[config.mk]
export PLATFORM = sky130hd
export DESIGN_NAME = operand_fetch_stage
export DESIGN_NICKNAME = d
export VERILOG_FILES = /design/src/rtl/operand_fetch_stage.sv
export SDC_FILE = /design/constraint.sdc
export NUM_CORES = 1
export LEC_CHECK = 0
export BUFFER_PORTS_ARGS = -buffer_cell sky130_fd_sc_hd__buf_2
export CORE_AREA = 10 10 245 247
export CTS_BUF_LIST = sky130_fd_sc_hd__clkbuf_4 sky130_fd_sc_hd__clkbuf_8
export DETAILED_ROUTE_END_ITERATION = 10
export DIE_AREA = 0 0 255 257
export REMOVE_ABC_BUFFERS = 1
export SYNTH_ARGS = -nofsm -noshare
export SYNTH_HDL_FRONTEND = slang
export SYNTH_SLANG_ARGS = --single-unit
export TNS_END_PERCENT = 1
[constraint.sdc]
create_clock -name clk -period 2.8 [get_ports clk]
set_clock_uncertainty 0.2 [all_clocks]
set_input_delay 0.42 -clock clk [delete_from_list [all_inputs] [get_ports clk]]
set_output_delay 0.42 -clock clk [all_outputs]
set_load 0.1 [all_outputs]
[src/rtl/operand_fetch_stage.sv]
`default_nettype none
// ============================================================================
//  Module      : operand_fetch_stage
//  Description : RV64 decode / operand fetch stage. Decodes the IF/ID
//                instruction and builds its immediate. Selects operands from
//                the register file or from the EX/MEM and MEM/WB forwarding
//                sources. Detects load-use hazards and registers the ID/EX
//                payload.
//  Revision    : 1.0  initial release
// ============================================================================
module operand_fetch_stage #(
  parameter int XLEN = 64
) (
  input  logic            clk,
  input  logic            reset,
  input  logic            if_valid,
  input  logic [31:0]     if_instr,
  input  logic [XLEN-1:0] if_pc,
  output logic [4:0]      RS1,
  output logic [4:0]      RS2,
  input  logic [XLEN-1:0] ReadData1,
  input  logic [XLEN-1:0] ReadData2,
  input  logic            exmem_RegWrite,
  input  logic [4:0]      exmem_RD,
  input  logic [XLEN-1:0] exmem_result,
  input  logic            memwb_RegWrite,
  input  logic [4:0]      memwb_RD,
  input  logic [XLEN-1:0] memwb_WriteData,
  input  logic            ex_stall,
  input  logic            flush,
  output logic            stall_out,
  output logic            idex_valid,
  output logic [XLEN-1:0] idex_pc,
  output logic [XLEN-1:0] idex_op1,
  output logic [XLEN-1:0] idex_op2,
  output logic [XLEN-1:0] idex_imm,
  output logic [4:0]      idex_rd,
  output logic [2:0]      idex_funct3,
  output logic [6:0]      idex_opcode,
  output logic            idex_MemRead,
  output logic            idex_MemWrite,
  output logic            idex_RegWrite,
  output logic            idex_Branch,
  output logic            idex_ALUSrc
);

  localparam logic [6:0] OP_LOAD   = 7'b0000011;
  localparam logic [6:0] OP_STORE  = 7'b0100011;
  localparam logic [6:0] OP_BRANCH = 7'b1100011;
  localparam logic [6:0] OP_RTYPE  = 7'b0110011;
  localparam logic [6:0] OP_IALU   = 7'b0010011;

  logic [6:0]      opcode;
  logic            dec_mem_read;
  logic            dec_mem_write;
  logic            dec_reg_write;
  logic            dec_branch;
  logic            dec_alu_src;
  logic            uses_rs1;
  logic            uses_rs2;
  logic [XLEN-1:0] dec_imm;
  logic [XLEN-1:0] op1;
  logic [XLEN-1:0] op2;
  logic            load_use;

  assign opcode = if_instr[6:0];
  assign RS1    = if_instr[19:15];
  assign RS2    = if_instr[24:20];

  // Operand source: x0 reads zero, then the youngest matching producer wins.
  function automatic logic [XLEN-1:0] pick_operand(
    input logic [4:0]      rs,
    input logic [XLEN-1:0] rf_data,
    input logic            ex_we,
    input logic [4:0]      ex_rd,
    input logic [XLEN-1:0] ex_data,
    input logic            wb_we,
    input logic [4:0]      wb_rd,
    input logic [XLEN-1:0] wb_data
  );
    logic [XLEN-1:0] sel;
    if (rs == 5'd0) begin
      sel = '0;
    end else if (ex_we && (ex_rd == rs)) begin
      sel = ex_data;
    end else if (wb_we && (wb_rd == rs)) begin
      sel = wb_data;
    end else begin
      sel = rf_data;
    end
    return sel;
  endfunction

  // Control decode, source-usage flags and immediate generation by opcode.
  always_comb begin
    dec_mem_read  = 1'b0;
    dec_mem_write = 1'b0;
    dec_reg_write = 1'b0;
    dec_branch    = 1'b0;
    dec_alu_src   = 1'b0;
    uses_rs1      = 1'b0;
    uses_rs2      = 1'b0;
    dec_imm       = '0;
    case (opcode)
      OP_LOAD: begin
        dec_mem_read  = 1'b1;
        dec_reg_write = 1'b1;
        dec_alu_src   = 1'b1;
        uses_rs1      = 1'b1;
        dec_imm       = {{(XLEN-12){if_instr[31]}}, if_instr[31:20]};
      end
      OP_STORE: begin
        dec_mem_write = 1'b1;
        dec_alu_src   = 1'b1;
        uses_rs1      = 1'b1;
        uses_rs2      = 1'b1;
        dec_imm       = {{(XLEN-12){if_instr[31]}}, if_instr[31:25], if_instr[11:7]};
      end
      OP_BRANCH: begin
        dec_branch = 1'b1;
        uses_rs1   = 1'b1;
        uses_rs2   = 1'b1;
        dec_imm    = {{(XLEN-13){if_instr[31]}}, if_instr[31], if_instr[7],
                      if_instr[30:25], if_instr[11:8], 1'b0};
      end
      OP_RTYPE: begin
        dec_reg_write = 1'b1;
        uses_rs1      = 1'b1;
        uses_rs2      = 1'b1;
      end
      OP_IALU: begin
        dec_reg_write = 1'b1;
        dec_alu_src   = 1'b1;
        uses_rs1      = 1'b1;
        dec_imm       = {{(XLEN-12){if_instr[31]}}, if_instr[31:20]};
      end
      default: begin
        dec_mem_read = 1'b0;
      end
    endcase
  end

  // Forwarded operand values for both sources.
  always_comb begin
    op1 = pick_operand(RS1, ReadData1, exmem_RegWrite, exmem_RD, exmem_result,
                       memwb_RegWrite, memwb_RD, memwb_WriteData);
    op2 = pick_operand(RS2, ReadData2, exmem_RegWrite, exmem_RD, exmem_result,
                       memwb_RegWrite, memwb_RD, memwb_WriteData);
  end

  // Load-use hazard: only sources the incoming opcode actually reads count.
  always_comb begin
    load_use = 1'b0;
    if (if_valid && idex_valid && idex_MemRead && (idex_rd != 5'd0)) begin
      load_use = (uses_rs1 && (idex_rd == RS1)) || (uses_rs2 && (idex_rd == RS2));
    end
  end

  // Front-end hold request; a flush or an active reset cancels it.
  always_comb begin
    stall_out = 1'b0;
    if (reset && !flush) begin
      stall_out = ex_stall || load_use;
    end
  end

  // ID/EX register: reset > flush > downstream hold > load-use bubble > advance.
  always_ff @(posedge clk) begin
    if (!reset || flush || (!ex_stall && (load_use || !if_valid))) begin
      idex_valid    <= 1'b0;
      idex_pc       <= '0;
      idex_op1      <= '0;
      idex_op2      <= '0;
      idex_imm      <= '0;
      idex_rd       <= '0;
      idex_funct3   <= '0;
      idex_opcode   <= '0;
      idex_MemRead  <= 1'b0;
      idex_MemWrite <= 1'b0;
      idex_RegWrite <= 1'b0;
      idex_Branch   <= 1'b0;
      idex_ALUSrc   <= 1'b0;
    end else if (!ex_stall) begin
      idex_valid    <= 1'b1;
      idex_pc       <= if_pc;
      idex_op1      <= op1;
      idex_op2      <= op2;
      idex_imm      <= dec_imm;
      idex_rd       <= if_instr[11:7];
      idex_funct3   <= if_instr[14:12];
      idex_opcode   <= opcode;
      idex_MemRead  <= dec_mem_read;
      idex_MemWrite <= dec_mem_write;
      idex_RegWrite <= dec_reg_write;
      idex_Branch   <= dec_branch;
      idex_ALUSrc   <= dec_alu_src;
    end
  end

endmodule
`default_nettype wire

==> impl_metrics.json <==
{
  "start_kind": "input port",
  "drcViolationCount": 0,
  "setup_viol": 0,
  "cp-end-kind": "primary output",
  "dp_hpwl_mm": 50.6,
  "syn_area_per_cell_um2": 8.68,
  "status": "finished clean",
  "vias": 16700,
  "die_x_um": 255,
  "ant_nets": 0,
  "synth_cells": 1610,
  "vdd_ir_drop_max_uv": 313,
  "yosys.area_share.xor_xnor_pct": 2.05,
  "ys_seq_area_share_pct": 32.4,
  "min_path_cells": 4,
  "clk_latency_ns": 0.60,
  "synth_flop_cell": "dfxtp_1",
  "grt_pass1_vias": 17200,
  "synthMuxAreaShare_pct": 5.66,
  "fin_nets": 2558,
  "ios": 657,
  "worstPathRequired_ns": 2.18,
  "yosys.area_share.simple_pct": 17.0,
  "synth_area_leaders": "dfxtp_1 (32%), a221oi_2 (10%), a311o_1 (9.2%)",
  "finalHoldViolCount": 0,
  "max_freq_mhz": 368,
  "die_h_um": 257,
  "synth_cell_type_count": 38,
  "layoutNonFillerInstCount": 2941,
  "dieArea_mm2": 0.0655,
  "core.rowCount": 86,
  "fin_total_pwr_mw": 9.52,
  "grt_max_degree": 120,
  "hp-class": "input port to flop",
  "p_leak_nw": 7.81,
  "cts_buffer_depth": 3,
  "port_buffers": 656,
  "ctsHtreeMaxLevel": 2,
  "slew_headroom_pct": 30.4,
  "antenna_found_initial": 21,
  "tns_ns": 0,
  "post_drt_wl_per_cell_um": 24.6,
  "synth_edf_count": 0,
  "dr.pass1.iters": 7,
  "synth_seq_cells": 226,
  "dpl_worst_slack_ns": 0.101,
  "r2r_cells": 7,
  "cp.arrival_ns": 2.10,
  "rrSetupSlack_ns": 0.12,
  "rsz0062_at_grt": "true",
  "start_util_pct": 25.5,
  "fin_crit_sh_pct": 97.2,
  "drive_gt1_share_pct": 41.5,
  "utilization_pct": 35.9,
  "period_needed_ns": 2.72,
  "totalWireLength_mm": 72.5,
  "power_density_mw_per_mm2": 483,
  "dp_cells": 2754,
  "cap_violations": 0,
  "synth.top_cell.area_share_pct": 32.4,
  "worst_pin_slew_ns": 1.04,
  "drv_slew": 0,
  "grt_usage_pct": 20.7,
  "layout_setup_ws_ns": 0.0791,
  "drt_iter0_markers": 1689,
  "synth_compound_area_share_pct": 32.9,
  "synth_adder_area_share_pct": 0,
  "worstSetupPathType": "input port to primary output",
  "cts_tree": "yes",
  "viasPerCell": 5.67,
  "synth_top_family_by_area": "compound AO/OA/AOI/OAI gates",
  "core_area_mm2": 0.0549,
  "place.gp.congestion": 0.938,
  "yosysTopAreaCell": "dfxtp_1",
  "fillCellCount": 5640,
  "overflow": 0,
  "path_max_fanout": 6,
  "cts_num_sinks": 226,
  "async_flop_share_pct": 0,
  "area_growth_pct": 41.1,
  "cts_buffers": 44,
  "cts_root_buf": "clkbuf_8",
  "synthesis.area_mm2": 0.0140,
  "yosysWarningCount": 0,
  "clk_pin_slew_ns": 0.06,
  "grt_pass1_wl_mm": 107
}
[flip-flops by register name (all words and copies together) (netlist names), 3 cells and up]
signal,flops
idex_opcode,7
idex_op2,64
idex_rd,5
idex_imm,13
idex_op1,64
idex_pc,64
idex_funct3,3
[worst max-delay path, cell delays in order]
cell	delay (ns)
dlygate4sd3_1	0.53
buf_2	0.16
nand2b_1	0.20
a21oi_2	0.18
a2bb2oi_2	0.10
o21ai_1	0.14
nor2b_4	0.18
buf_12	0.18
[layout make-up]
class	count	area (µm²)	area share, %
Multi-Input combinational cell	1103	8220	41.7
Timing Repair Buffer	812	5110	25.9
Sequential cell	226	4530	23.0
Tap cell	704	881	4.47
Clock buffer	68	830	4.21
Clock inverter	8	71.3	0.362
Antenna cell	18	45.0	0.228
Inverter	2	15.0	0.0762
[cell usage in the layout (no fill, tap or decap), types with 3 or more instances in the layout]
| cell type | n |
|---|---|
| a221o_1 | 4 |
| nor3_1 | 130 |
| clkbuf_4 | 17 |
| diode_2 | 18 |
| buf_12 | 33 |
| xnor2_1 | 22 |
| o21ai_4 | 3 |
| a22oi_1 | 11 |
| buf_2 | 653 |
| nand3_1 | 3 |
| clkinv_2 | 5 |
| nor2_1 | 3 |
| xor2_1 | 5 |
| a311o_1 | 128 |
| a221oi_2 | 96 |
| nand4_1 | 6 |
| dfxtp_1 | 222 |
| or3_1 | 122 |
| o21ai_1 | 4 |
| dlygate4sd3_1 | 93 |
| clkbuf_8 | 51 |
| a211oi_1 | 97 |
| nand4b_1 | 3 |
| nand2_1 | 192 |
| mux2i_1 | 79 |
| a221oi_1 | 34 |
| buf_4 | 32 |
| dfxtp_2 | 3 |
| and4_1 | 3 |
| o21ai_0 | 130 |
[layer usage]
layer | GRT usage, % | vias up | wire, µm
li1 | - | 7330 | -
met1 | 23.4 | 7981 | 26200
met2 | 34.5 | 1113 | 35000
met3 | 6.53 | 233 | 8020
met4 | 10.2 | 10 | 3160
met5 | 0 | - | 45
[synth_stat cells (3+ instances only)]
| master | number |
|---|---|
| nand3_1 | 3 |
| nand4_1 | 6 |
| nor2_1 | 4 |
| and4_1 | 3 |
| clkbuf_1 | 175 |
| a221oi_2 | 96 |
| mux2i_1 | 79 |
| dfxtp_1 | 226 |
| xor2_1 | 7 |
| o21ai_1 | 7 |
| buf_2 | 21 |
| buf_1 | 10 |
| buf_4 | 61 |
| a221o_1 | 4 |
| nand4b_1 | 3 |
| buf_6 | 12 |
| or3_1 | 122 |
| nor3_1 | 130 |
| a211oi_1 | 97 |
| a22oi_1 | 11 |
| a311o_1 | 128 |
| nand2b_1 | 3 |
| or4_1 | 3 |
| xnor2_1 | 22 |
| nand2_1 | 195 |
| o21ai_0 | 131 |
| a221oi_1 | 34 |
[timing repair]
action | CTS | global route
hold endpoints to repair | 98 | 0
setup buffers | 1 | 0
pin swaps | 3 | 3
cloned | 0 | 0
setup endpoints to repair | 1 | 2
resized for setup | 9 | 7
hold buffers | 93 | 0
[power by group]
part | internal [mW] | switching [mW] | total [mW]
sequential | 3.30 | 0.0549 | 3.36
clock | 1.97 | 1.59 | 3.56
combinational | 0.766 | 1.84 | 2.61
[worst paths after layout]
kind           startpoint      endpoint
max reg2reg    idex_rd[0]   idex_Branch
max           if_instr[4]     stall_out
min reg2reg  idex_op2[20]  idex_op2[20]
min          ReadData2[2]   idex_op2[2]
[stage by stage]
step                area (µm²)  hold WS (ns)
floorplan                12600         0.373
global placement         17800         0.271
detailed placement       17800         0.271
CTS                      19700      0.000564
global route             19700        0.0464
finish                   19700        0.0663
[cells by family after synthesis]
family / Yosys count
buffers and inverters: 281
flip-flops: 226
multiplexers: 79
AND/OR/NAND/NOR: 480
XOR/XNOR: 31
AO/OA/AOI/OAI: 513
No activity file was read; power rests on OpenSTA's default activity.
